`config.mk`:
```
export PLATFORM = sky130hd
export DESIGN_NAME = csel_adder_pipe_flat
export DESIGN_NICKNAME = d
export VERILOG_FILES = /design/src/rtl/csel_adder_pipe_if.sv /design/src/rtl/csel_adder_pipe.sv /design/src/flat_wrapper.sv
export SDC_FILE = /design/constraint.sdc
export NUM_CORES = 1
export LEC_CHECK = 0
export BUFFER_PORTS_ARGS = -buffer_cell sky130_fd_sc_hd__clkbuf_2
export CORE_MARGIN = 4
export CORE_UTILIZATION = 56
export DETAILED_ROUTE_END_ITERATION = 7
export PLACE_DENSITY = 0.9
export SYNTH_ARGS = -nofsm -noshare
export SYNTH_HDL_FRONTEND = slang
export SYNTH_SLANG_ARGS = --single-unit
```
`constraint.sdc`:
```
create_clock -name clk -period 3.6 [get_ports clk]
set_input_delay 0.18 -clock clk [delete_from_list [all_inputs] [get_ports clk]]
set_output_delay 0.18 -clock clk [all_outputs]
set_load 0.005 [all_outputs]
```
`src/rtl/csel_adder_pipe_if.sv`:
```
// Handshake and data bundle for csel_adder_pipe.
// The ovf signal exists only when CSEL_ADDER_OVF_EN is defined.
interface csel_adder_pipe_if #(
    parameter int unsigned WIDTH = 16
);
    logic             in_valid;
    logic             in_ready;
    logic [WIDTH-1:0] a;
    logic [WIDTH-1:0] b;
    logic             cin;
    logic             out_valid;
    logic             out_ready;
    logic [WIDTH-1:0] sum;
    logic             cout;
`ifdef CSEL_ADDER_OVF_EN
    logic             ovf;

    modport master (
        output in_valid, a, b, cin, out_ready,
        input  in_ready, out_valid, sum, cout, ovf
    );
    modport slave (
        input  in_valid, a, b, cin, out_ready,
        output in_ready, out_valid, sum, cout, ovf
    );
`else
    modport master (
        output in_valid, a, b, cin, out_ready,
        input  in_ready, out_valid, sum, cout
    );
    modport slave (
        input  in_valid, a, b, cin, out_ready,
        output in_ready, out_valid, sum, cout
    );
`endif
endinterface

```
`src/rtl/csel_adder_pipe.sv`:
```
// Pipelined carry-select adder, one BLOCK-wide slice per stage, valid/ready at both ends.
// Define CSEL_ADDER_OVF_EN to add the pipelined signed-overflow output bus.ovf.
module csel_adder_pipe #(
    parameter int unsigned WIDTH = 16,
    parameter int unsigned BLOCK = 4
) (
    input logic              clk,
    input logic              reset,
    csel_adder_pipe_if.slave bus
);
    localparam int unsigned NSTAGE = WIDTH / BLOCK;

    logic stall;

    // Whole pipe freezes while the output is held; bubbles stay in place.
    assign stall        = bus.out_valid && !bus.out_ready;
    assign bus.in_ready = !stall;

    for (genvar k = 0; k < NSTAGE; k++) begin : g_stage
        localparam int unsigned REM  = WIDTH - k * BLOCK;
        localparam int unsigned DONE = (k + 1) * BLOCK;

        logic [REM-1:0]  a_in;
        logic [REM-1:0]  b_in;
        logic            c_in;
        logic            v_in;
        logic [BLOCK:0]  sum0;
        logic [BLOCK:0]  sum1;
        logic [BLOCK-1:0] blk_sel;
        logic [DONE-1:0] sum_d;
        logic [DONE-1:0] sum_q;
        logic            carry_d;
        logic            carry_q;
        logic            valid_q;

        if (k == 0) begin : g_head
            assign a_in  = bus.a;
            assign b_in  = bus.b;
            assign c_in  = bus.cin;
            assign v_in  = bus.in_valid;
            assign sum_d = blk_sel;
        end else begin : g_body
            assign a_in  = g_stage[k-1].g_fwd.a_q;
            assign b_in  = g_stage[k-1].g_fwd.b_q;
            assign c_in  = g_stage[k-1].carry_q;
            assign v_in  = g_stage[k-1].valid_q;
            assign sum_d = {blk_sel, g_stage[k-1].sum_q};
        end

        // Both candidate sums are ready before the incoming carry selects one.
        assign sum0    = {1'b0, a_in[BLOCK-1:0]} + {1'b0, b_in[BLOCK-1:0]};
        assign sum1    = {1'b0, a_in[BLOCK-1:0]} + {1'b0, b_in[BLOCK-1:0]}
                       + {{BLOCK{1'b0}}, 1'b1};
        assign blk_sel = c_in ? sum1[BLOCK-1:0] : sum0[BLOCK-1:0];
        assign carry_d = c_in ? sum1[BLOCK] : sum0[BLOCK];

        always_ff @(posedge clk) begin
            if (reset) begin
                valid_q <= 1'b0;
                sum_q   <= '0;
                carry_q <= 1'b0;
            end else if (!stall) begin
                valid_q <= v_in;
                sum_q   <= sum_d;
                carry_q <= carry_d;
            end
        end

        // Only the operand bits later stages still need are carried forward.
        if (REM > BLOCK) begin : g_fwd
            logic [REM-BLOCK-1:0] a_q;
            logic [REM-BLOCK-1:0] b_q;

            always_ff @(posedge clk) begin
                if (!stall) begin
                    a_q <= a_in[REM-1:BLOCK];
                    b_q <= b_in[REM-1:BLOCK];
                end
            end
        end
    end

    assign bus.out_valid = g_stage[NSTAGE-1].valid_q;
    assign bus.sum       = g_stage[NSTAGE-1].sum_q;
    assign bus.cout      = g_stage[NSTAGE-1].carry_q;

`ifdef CSEL_ADDER_OVF_EN
    logic ovf_d;
    logic ovf_q;

    // Carry into the MSB is recovered from the MSB operand and sum bits.
    assign ovf_d = g_stage[NSTAGE-1].a_in[BLOCK-1] ^ g_stage[NSTAGE-1].b_in[BLOCK-1]
                 ^ g_stage[NSTAGE-1].sum_d[WIDTH-1] ^ g_stage[NSTAGE-1].carry_d;

    always_ff @(posedge clk) begin
        if (reset) begin
            ovf_q <= 1'b0;
        end else if (!stall) begin
            ovf_q <= ovf_d;
        end
    end

    assign bus.ovf = ovf_q;
`endif
endmodule

```
`src/flat_wrapper.sv`:
```
// flat-port wrapper written by rule: the top's interface ports become plain ports
module csel_adder_pipe_flat 
#(
    parameter int unsigned WIDTH = 16,
    parameter int unsigned BLOCK = 4
)
  (clk, reset, bus_in_valid, bus_a, bus_b, bus_cin, bus_out_ready, bus_in_ready, bus_out_valid, bus_sum, bus_cout);
  csel_adder_pipe_if #(.WIDTH(WIDTH)) bus_i ();
  input logic clk;
  input logic reset;
  input wire logic [$bits(bus_i.in_valid)-1:0] bus_in_valid;
  input wire logic [$bits(bus_i.a)-1:0] bus_a;
  input wire logic [$bits(bus_i.b)-1:0] bus_b;
  input wire logic [$bits(bus_i.cin)-1:0] bus_cin;
  input wire logic [$bits(bus_i.out_ready)-1:0] bus_out_ready;
  output wire logic [$bits(bus_i.in_ready)-1:0] bus_in_ready;
  output wire logic [$bits(bus_i.out_valid)-1:0] bus_out_valid;
  output wire logic [$bits(bus_i.sum)-1:0] bus_sum;
  output wire logic [$bits(bus_i.cout)-1:0] bus_cout;
  assign bus_i.in_valid = bus_in_valid;
  assign bus_i.a = bus_a;
  assign bus_i.b = bus_b;
  assign bus_i.cin = bus_cin;
  assign bus_i.out_ready = bus_out_ready;
  assign bus_in_ready = bus_i.in_ready;
  assign bus_out_valid = bus_i.out_valid;
  assign bus_sum = bus_i.sum;
  assign bus_cout = bus_i.cout;
  csel_adder_pipe #(.WIDTH(WIDTH), .BLOCK(BLOCK)) u_core (.clk(clk), .reset(reset), .bus(bus_i));
endmodule
```
# Word level (Yosys, flattened, before mapping)
# Index checks and enable logic that the tools add are counted.
[totals]
wordCells = 37
reg_bits = 96
[op_classes]
n_addsub = 8
reduce_logical = 3
mux = 8
[ops]
columns = ["op", "n"]
rows = [
  ["adder 4 x 4 -> 5 bit", 4],
  ["adder 5 x 1 -> 5 bit, second input constant", 4],
  ["two-way mux 4 bit", 4],
  ["two-way mux 1 bit", 4],
  ["zero test 1 bit", 2],
  ["logical AND 1 bit", 1],
]

# Depth between registers and ports, before layout
# Gate-level depths: netlist of run 1.
[depth]
word_depth = 3
depth_mapped = 7
depth_no_buf = 7

# Worst setup path after synthesis of run 1
# Ideal clock, no wire load.
[synth_path]
kind = "reg-to-reg"
from = "register u_core.g_stage[3].valid_q, in the netlist u_core.bus.out_valid"
to = "register u_core.g_stage[0].g_fwd.a_q[0] (enable)"
required_time_ns = 3.167
path_stages_with_launch = 6
arrival_time_ns = 2.353
setup_ns = 0.433
path_slack_ns = 0.814
path_cell_list = "dfxtp_1 > nor2b_1 > buf_2 > inv_2 > buf_2 > buf_1"
[synth_between]
elab_chain_len = 1
[synth_lines]
columns = ["element", "line_no", "rtl"]
rows = [
  ["start: declaration", "csel_adder_pipe.sv:34", "logic valid_q;"],
  ["start signal: assignment", "csel_adder_pipe.sv:63", "valid_q <= v_in;"],
  ["logical AND 1 bit", "csel_adder_pipe.sv:16", "assign stall = bus.out_valid && !bus.out_ready;"],
  ["end signal: assignment", "csel_adder_pipe.sv:76", "a_q <= a_in[REM-1:BLOCK];"],
  ["end: declaration", "csel_adder_pipe.sv:71", "logic [REM-BLOCK-1:0] a_q;"],
]
# No other way between the ends.
# A chain may end at the register's enable or synchronous reset.

# Worst setup path in the final report of run 1
[layout_path]
from = "register u_core.g_stage[3].valid_q, in the netlist u_core.bus.out_valid"
to = "output port bus_in_ready"
[layout_between]
elab_chain_len = 2
[layout_lines]
columns = ["element", "line_no", "rtl"]
rows = [
  ["logical AND 1 bit", "csel_adder_pipe.sv:16", ""],
  ["zero test 1 bit", "csel_adder_pipe.sv:17", "assign bus.in_ready = !stall;"],
  ["end: declaration", "flat_wrapper.sv:16", "output wire logic [$bits(bus_i.in_ready)-1:0] bus_in_ready;"],
]
# No other way between the ends.

==> results of run 1 <==
worst reg2reg max path, delay by kind of cell, from the launching register on:
family                     cells  cell delay, ns
adders and majority gates      3            0.95
and+or+nand+nor                2            0.55
DFF                            1            0.40
AOI/OAI and AO/OA              1            0.22
sequential cells by signal (all words and copies together) (netlist names):
signal / flops
u_core.g_stage.g_fwd.b_q: 24
u_core.bus.out_valid: 1
u_core.bus.cout: 1
u_core.g_stage.sum_q: 24
u_core.g_stage.g_fwd.a_q: 24
u_core.g_stage.valid_q: 3
u_core.g_stage.carry_q: 3
u_core.bus.sum: 16
logic make-up (layout without fill, tap and decap cells):
group                    after synthesis  in the layout  synth area share, %
adder cells (fa/ha/maj)               24             24                8.560
AO/OA/AOI/OAI                         64             64                9.923
flip-flops                            96             96                62.26
XOR/XNOR                              16             16                3.632
AND/OR/NAND/NOR                      109            109                12.16
buffers and inverters                 23            102                2.432
multiplexers                           4              4                1.038
worst paths after layout:
kind                                          to  slack [ns]  depth (start not counted)
setup / recovery                    bus_in_ready        1.11                          5
hold / removal         u_core.g_stage[0].valid_q        0.05                          3
hold reg to reg   u_core.g_stage[2].g_fwd.b_q[0]        0.43                          0
setup reg to reg                 u_core.bus.cout        1.39                          6
layer usage:
| layer | track usage [%] | vias up | share of wire, % |
|---|---|---|---|
| met1 | 18.77 | 1198 | 42 |
| li1 | - | 1333 | - |
| met3 | 5.868 | 13 | 5.2 |
| met4 | 6.281 | 0 | 1.7 |
| met2 | 29.00 | 66 | 51 |
| met5 | 0 | - | 0 |
power groups by stage:
stage | Combinational (mW) | Clock, mW | Sequential (mW)
2_1_floorplan | 0.196 | 0 | 1.29
3_3_place_gp | 0.251 | 0 | 1.30
3_5_place_dp | 0.264 | 0 | 1.30
4_1_cts | 0.287 | 0.664 | 1.28
5_1_grt | 0.326 | 0.717 | 1.29
6_report | 0.287 | 0.651 | 1.28
layout by cell type, fill, tap and decap left out, drive strengths merged:
cell          n
nand4         4
or3           1
a22o          3
nor3          3
a21oi        42
nor3b         2
a21o          5
a31o          1
ha           20
nand2        58
edfxtp       48
nand3        11
or2           3
nor2b         1
a211oi       12
fa            4
and3          3
xor2          4
dfxtp        48
clkinv        4
inv           8
o21ai         1
buf           2
mux2i         4
dlygate4sd3  24
xnor2        12
nor2         23
clkbuf       64
final cells by class:
cell class | instances | area, sq um
Clock buffer | 9 | 123.9
Tap cell | 77 | 96.34
Clock inverter | 7 | 61.31
Inverter | 5 | 20.02
Multi-Input combinational cell | 217 | 1365
Sequential cell | 96 | 2402
Timing Repair Buffer | 81 | 530.5
Fill cell | 432 | 1932
==> results.sh, run 1 <==
export IMPL_pin_count=56
export IMPL_r2r_start="u_core.g_stage[2].g_fwd.a_q[0]"
export IMPL_hold_viol=0
export IMPL_tightest_slew_ns=0.9399
export IMPL_dp_slack_ns=1.449
export IMPL_critPathSlowestCell="buf_4"
export IMPL_cts_buffer_depth=2
export IMPL_finalCritPeriodShare_pct=69.06
export IMPL_end_kind="primary output"
export IMPL_cp_start_kind="flop"
export IMPL_startpoint="u_core.bus.out_valid"
export IMPL_diodes=0
export IMPL_route_final_wire_length_um=6419
export IMPL_yosysMostFrequentCell="nand2_1"
export IMPL_whs_ns=0.05065
export IMPL_cpPeakStageDelay_ns=0.74
export IMPL_rows=29
export IMPL_cts_setup_buffers=0
export IMPL_power_net_switching_mw=0.5686
export IMPL_portBuffers=55
export IMPL_post_cts_resized=0
export IMPL_drive_gt1_share_pct=18.55
export IMPL_area_growth_pct=19.20
export IMPL_ys_top_cells_by_area="edfxtp_1 (37%), dfxtp_1 (25%), ha_1 (6.5%)"
export IMPL_dp_cells=452
export IMPL_path_delay_family="buffers and inverters"
export IMPL_grt_max_degree=92
export IMPL_syn_area_sq_um=3859
export IMPL_design_area_sq_um=4599
export IMPL_hp_class="in2reg"
export IMPL_viasPerCell=5.305
export IMPL_die_area_sq_um=8283
export IMPL_vias=2610
export IMPL_rsz0062_at_grt="false"
export IMPL_synth_seq_area_share_pct=62.26
export IMPL_min_period_ns=2.486
export IMPL_setup_violations_final=0
export IMPL_final_nets=471
export IMPL_worstSkewPairLatency_ns=0.36
export IMPL_fmax_ghz=0.4023
export IMPL_cts_buffers=9
export IMPL_pwr_share_seq_pct=57.6
export IMPL_tritoncts="done"
export IMPL_ys_flop_type="edfxtp_1"
export IMPL_slew_headroom_pct=37.34
export IMPL_grt_ovfl_total=0
export IMPL_worstPathCellList="nor2b_2 -> buf_4 -> clkinv_2 -> buf_4 -> clkbuf_2"
export IMPL_drt_wirelength_per_cell_um=13.05
export IMPL_path_buf_inv=4
export IMPL_slew_violations=0
export IMPL_power_mw=2.215
export IMPL_p_int_mw=1.646
export IMPL_holdBufCountCts=24
export IMPL_ys_seq_elements=96
export IMPL_coreArea_sq_um=6531
export IMPL_gp_congestion=0.7663
export IMPL_cts_root_buf="clkbuf_8"
export IMPL_syn_num_nets=397
export IMPL_die_y_um=91.01
export IMPL_worstHoldStart="bus_in_valid"
export IMPL_netlist_top_cell_by_area="edfxtp_1"
export IMPL_worst_ep_required_time_ns=3.42
export IMPL_drtIter0Drc=188
export IMPL_setup_slack_ns=1.114
export IMPL_clkPwrFrac_pct=29.4
export IMPL_run_status="complete, no violations"
export IMPL_leakagePower_nw=1.902
export IMPL_firstDrtPassIters=4
export IMPL_synth_top_area_share_pct=37.35
export IMPL_maxCapViolations=0
export IMPL_grt_pass1_vias=2586
export IMPL_start_util_pct=59.08
export IMPL_timing_setup_tns_ns=0
export IMPL_cpMostUsedCell="buf_4"
export IMPL_switching_share_pct=25.68
export IMPL_route_detailed_drc=0
export IMPL_cts_clk_slew_worst_paths_ns=0.09
export IMPL_synth_edf_count=48
export IMPL_ys_warn_count=0
export IMPL_h_tree_depth=3
export IMPL_ant_nets=0
export IMPL_dp_hpwl_um=4035
export IMPL_p_per_area_nw_per_um2=481.5
export IMPL_postSynthCellCount=336
export IMPL_clkSinkCount=96
export IMPL_synth_distinct_cells=32
export IMPL_avgSynthCellArea_sq_um=11.48
export IMPL_placed_area_sq_um=4174
export IMPL_die_width_um=91.01
export IMPL_track_usage_pct=16.64
export IMPL_p_comb_share_pct=13.0
export IMPL_ir_drop_mv=0.4099
export IMPL_path_class="reg2out"
export IMPL_antenna_found_initial=0
export IMPL_clock_skew_ns=0.008384
export IMPL_critical_path_max_fanout=91
export IMPL_final_util_pct=70.42
export IMPL_fin_cells=492
export IMPL_synth_commonest_cells="nand2_1 (58), dfxtp_1 (48), edfxtp_1 (48)"
export IMPL_crit_arrival_ns=2.31
export IMPL_grt_pass1_wl_um=11070
export IMPL_async_flop_share_pct=0
(Power assumes the default switching activity.)
==> run 2: changes to the inputs <==
--- a/config.mk
+++ b/config.mk
@@ -5,11 +5,12 @@
 export SDC_FILE = /design/constraint.sdc
 export NUM_CORES = 1
 export LEC_CHECK = 0
+export ABC_AREA = 1
 export BUFFER_PORTS_ARGS = -buffer_cell sky130_fd_sc_hd__clkbuf_2
 export CORE_MARGIN = 4
-export CORE_UTILIZATION = 56
+export CORE_UTILIZATION = 57
 export DETAILED_ROUTE_END_ITERATION = 7
-export PLACE_DENSITY = 0.9
+export PLACE_DENSITY = 0.91
 export SYNTH_ARGS = -nofsm -noshare
 export SYNTH_HDL_FRONTEND = slang
 export SYNTH_SLANG_ARGS = --single-unit
==> constraint.sdc (replaced) <==
create_clock -name clk -period 2.5 [get_ports clk]
set_input_delay 0.125 -clock clk [delete_from_list [all_inputs] [get_ports clk]]
set_output_delay 0.125 -clock clk [all_outputs]
set_load 0.005 [all_outputs]
==> run 2 against run 1 <==
Against the previous run:
- final cell count grew 20%
- sequential share of layout area shrank 2.9 points
- power grew 48%
- die area grew 4.2%
- sequential power grew 45%
- final area grew 5.8%
- register-to-register slack lost 0.86 ns
- non-clock buffer count grew 2
- flip-flop and latch count is the same
- global-route usage grew 0.84 points
- first-iteration DRC count shrank 57%
- synthesized cell count grew 22%
==> results.sh, run 2 <==
export IMPL_run_status="complete, no violations"
export IMPL_cts_root_buf="clkbuf_8"
export IMPL_tightest_slew_ns=0.6271
export IMPL_cp_start_kind="flop"
export IMPL_ff2ff_path_depth=10
export IMPL_postSynthCellCount=410
export IMPL_start_util_pct=59.51
export IMPL_maxCapViolations=0
export IMPL_final_nets=550
export IMPL_final_common_cell="nor2_1"
export IMPL_antenna_found_initial=0
export IMPL_setup_slack_ns=0.5302
export IMPL_diodes=0
export IMPL_rrSetupSlack_ns=0.53
export IMPL_grt_ovfl_total=0
export IMPL_num_fill_cells=530
export IMPL_hold_depth=3
export IMPL_drtIter0Drc=81
export IMPL_ys_top_cells_by_area="edfxtp_1 (35%), dfxtp_1 (23%), nor2_1 (6.9%)"
export IMPL_path_delay_family="adder cells"
export IMPL_placed_area_sq_um=4434
export IMPL_setup_violations_final=0
export IMPL_gp_congestion=0.7921
export IMPL_worst_ep_required_time_ns=2.75
export IMPL_rsz0062_at_grt="false"
export IMPL_ant_nets=0
export IMPL_min_period_ns=1.970
export IMPL_min_to="u_core.g_stage[0].valid_q"
export IMPL_r2r_start="u_core.g_stage[0].g_fwd.a_q[0]"
export IMPL_dp_slack_ns=0.5325
export IMPL_grt_max_degree=59
export IMPL_worstHoldStart="bus_in_valid"
export IMPL_synth_seq_area_share_pct=58.45
export IMPL_die_area_sq_um=8633
export IMPL_leakagePower_nw=2.292
export IMPL_slew_violations=0
export IMPL_worstSkewPairLatency_ns=0.34
export IMPL_final_cell_mix="nor2_1 (76), clkbuf_2 (55), nand2_1 (50)"
export IMPL_path_buf_inv=1
export IMPL_route_detailed_drc=0
export IMPL_ys_warn_count=0
export IMPL_path_class="reg2reg"
export IMPL_coreArea_sq_um=6907
export IMPL_clkSinkCount=96
export IMPL_vias=2922
export IMPL_h_tree_depth=3
export IMPL_dp_hpwl_um=4524
export IMPL_track_usage_pct=17.48
export IMPL_firstDrtPassIters=5
export IMPL_synth_edf_count=48
export IMPL_ir_drop_mv=0.5496
export IMPL_crit_arrival_ns=2.22
export IMPL_yosysMostFrequentCell="nor2_1"
export IMPL_syn_area_sq_um=4110
export IMPL_grt_pass1_wl_um=12140
export IMPL_critical_path_max_fanout=3
export IMPL_area_growth_pct=18.39
export IMPL_finalCritPeriodShare_pct=78.79
export IMPL_tritoncts="done"
export IMPL_async_flop_share_pct=0
export IMPL_p_per_area_nw_per_um2=674.9
export IMPL_grt_pass1_vias=2957
export IMPL_critPathSlowestCell="fa_1"
export IMPL_hold_viol=0
export IMPL_die_width_um=92.92
export IMPL_cp_depth=10
export IMPL_cts_buffer_depth=2
export IMPL_end_kind="flop"
export IMPL_cpMostUsedCell="nand2_1"
export IMPL_avgSynthCellArea_sq_um=10.02
export IMPL_worstPathCellList="ha_1 -> fa_1 -> ha_1 -> nand2_1 -> nor2_1 -> nand2_1 -> nand2_1 -> nand3_1 -> nand2_1 -> inv_1"
export IMPL_hp_class="in2reg"
export IMPL_reg2reg_to="u_core.g_stage[1].carry_q"
export IMPL_synth_distinct_cells=22
export IMPL_die_y_um=92.92
export IMPL_drive_gt1_share_pct=18.02
export IMPL_cts_clk_slew_worst_paths_ns=0.09
export IMPL_route_final_wire_length_um=6775
export IMPL_fmax_ghz=0.5077
export IMPL_viasPerCell=4.953
export IMPL_timing_setup_tns_ns=0
export IMPL_drt_wirelength_per_cell_um=11.48
export IMPL_design_area_sq_um=4866
export IMPL_ys_seq_elements=96
export IMPL_cts_buffers=9
export IMPL_cpPeakStageDelay_ns=0.54
export IMPL_ys_flop_type="edfxtp_1"
export IMPL_syn_num_nets=471
export IMPL_slew_headroom_pct=58.19
export IMPL_portBuffers=55
export IMPL_synth_top_area_share_pct=35.07
export IMPL_synth_commonest_cells="nor2_1 (76), nand2_1 (50), dfxtp_1 (48), edfxtp_1 (48), inv_1 (33)"
export IMPL_largestRegisters="u_core.g_stage.g_fwd.a_q x24, u_core.g_stage.g_fwd.b_q x24, u_core.g_stage.sum_q x24"
export IMPL_clock_skew_ns=0.01002
export IMPL_pin_count=56
export IMPL_rows=30
export IMPL_netlist_top_cell_by_area="edfxtp_1"
## run 2: layer usage
metal | track usage, % | up-vias | routed length [um]
met3 | 4.549 | 13 | 335
met2 | 32.75 | 66 | 3538
met5 | 0 | - | 0
li1 | - | 1515 | -
met4 | 6.838 | 0 | 120
met1 | 18.48 | 1328 | 2781
## run 2: what timing repair did
item	CTS	global route
endpoints found under the setup margin	0	0
endpoints found under the hold margin	25	0
resized for setup	0	0
setup buffers	0	0
hold buffers	25	0
## run 2: tightest hold or removal path, cell delays in order
cell and delay, ns:
clkbuf_2 0.08, o21ai_0 0.08, nor2_1 0.08
## run 2: through the flow
| step | total power [mW] | hold slack [ns] | cells | utilization [%] |
|---|---|---|---|---|
| floorplan | 2.223 | 0.1974 | 410 | - |
| global placement | 2.327 | 0.3016 | 549 | 64.20 |
| detailed placement | 2.364 | 0.3036 | 549 | 64.20 |
| CTS | 3.314 | 0.04625 | 590 | 70.45 |
| global route | 3.473 | 0.08165 | 590 | 70.45 |
| finish | 3.284 | 0.05415 | 590 | 70.45 |
## run 2: logic make-up (layout without fill, tap and decap cells)
kind of cell / after synthesis / in the layout / share of synthesized area (%)
simple gates: 159 / 159 / 15.74
xor+xnor: 10 / 10 / 2.131
flops: 96 / 96 / 58.45
buf+inv: 52 / 136 / 6.027
fa+ha+maj: 24 / 24 / 8.037
compound gates: 69 / 69 / 9.620
## run 2: layout make-up
type | count | area, sq um | area share [%]
Multi-Input combinational cell | 262 | 1460 | 30.01
Inverter | 37 | 141.4 | 2.906
Timing Repair Buffer | 83 | 560.5 | 11.52
Tap cell | 96 | 120.1 | 2.468
Clock buffer | 12 | 156.4 | 3.214
Sequential cell | 96 | 2402 | 49.37
Clock inverter | 4 | 25.02 | 0.5143
## run 2: report_power, final
group	switching [mW]	internal (mW)	leakage [nW]
logic	0.274	0.232	1.29
clock network	0.497	0.424	0.0962
registers	0.0648	1.79	0.902
## run 2: worst max path at each step
stage,startpoint,to,slack (ns)
6_report,u_core.g_stage[0].g_fwd.a_q[0],u_core.g_stage[1].carry_q,0.53
5_1_grt,u_core.g_stage[2].g_fwd.b_q[0],u_core.bus.cout,0.36
4_1_cts,u_core.g_stage[0].g_fwd.a_q[0],u_core.g_stage[1].carry_q,0.52
3_5_place_dp,u_core.g_stage[0].g_fwd.a_q[0],u_core.g_stage[1].carry_q,0.53
3_3_place_gp,u_core.g_stage[0].g_fwd.b_q[0],u_core.g_stage[1].carry_q,0.63
2_1_floorplan,u_core.g_stage[2].g_fwd.b_q[0],u_core.bus.cout,0.72
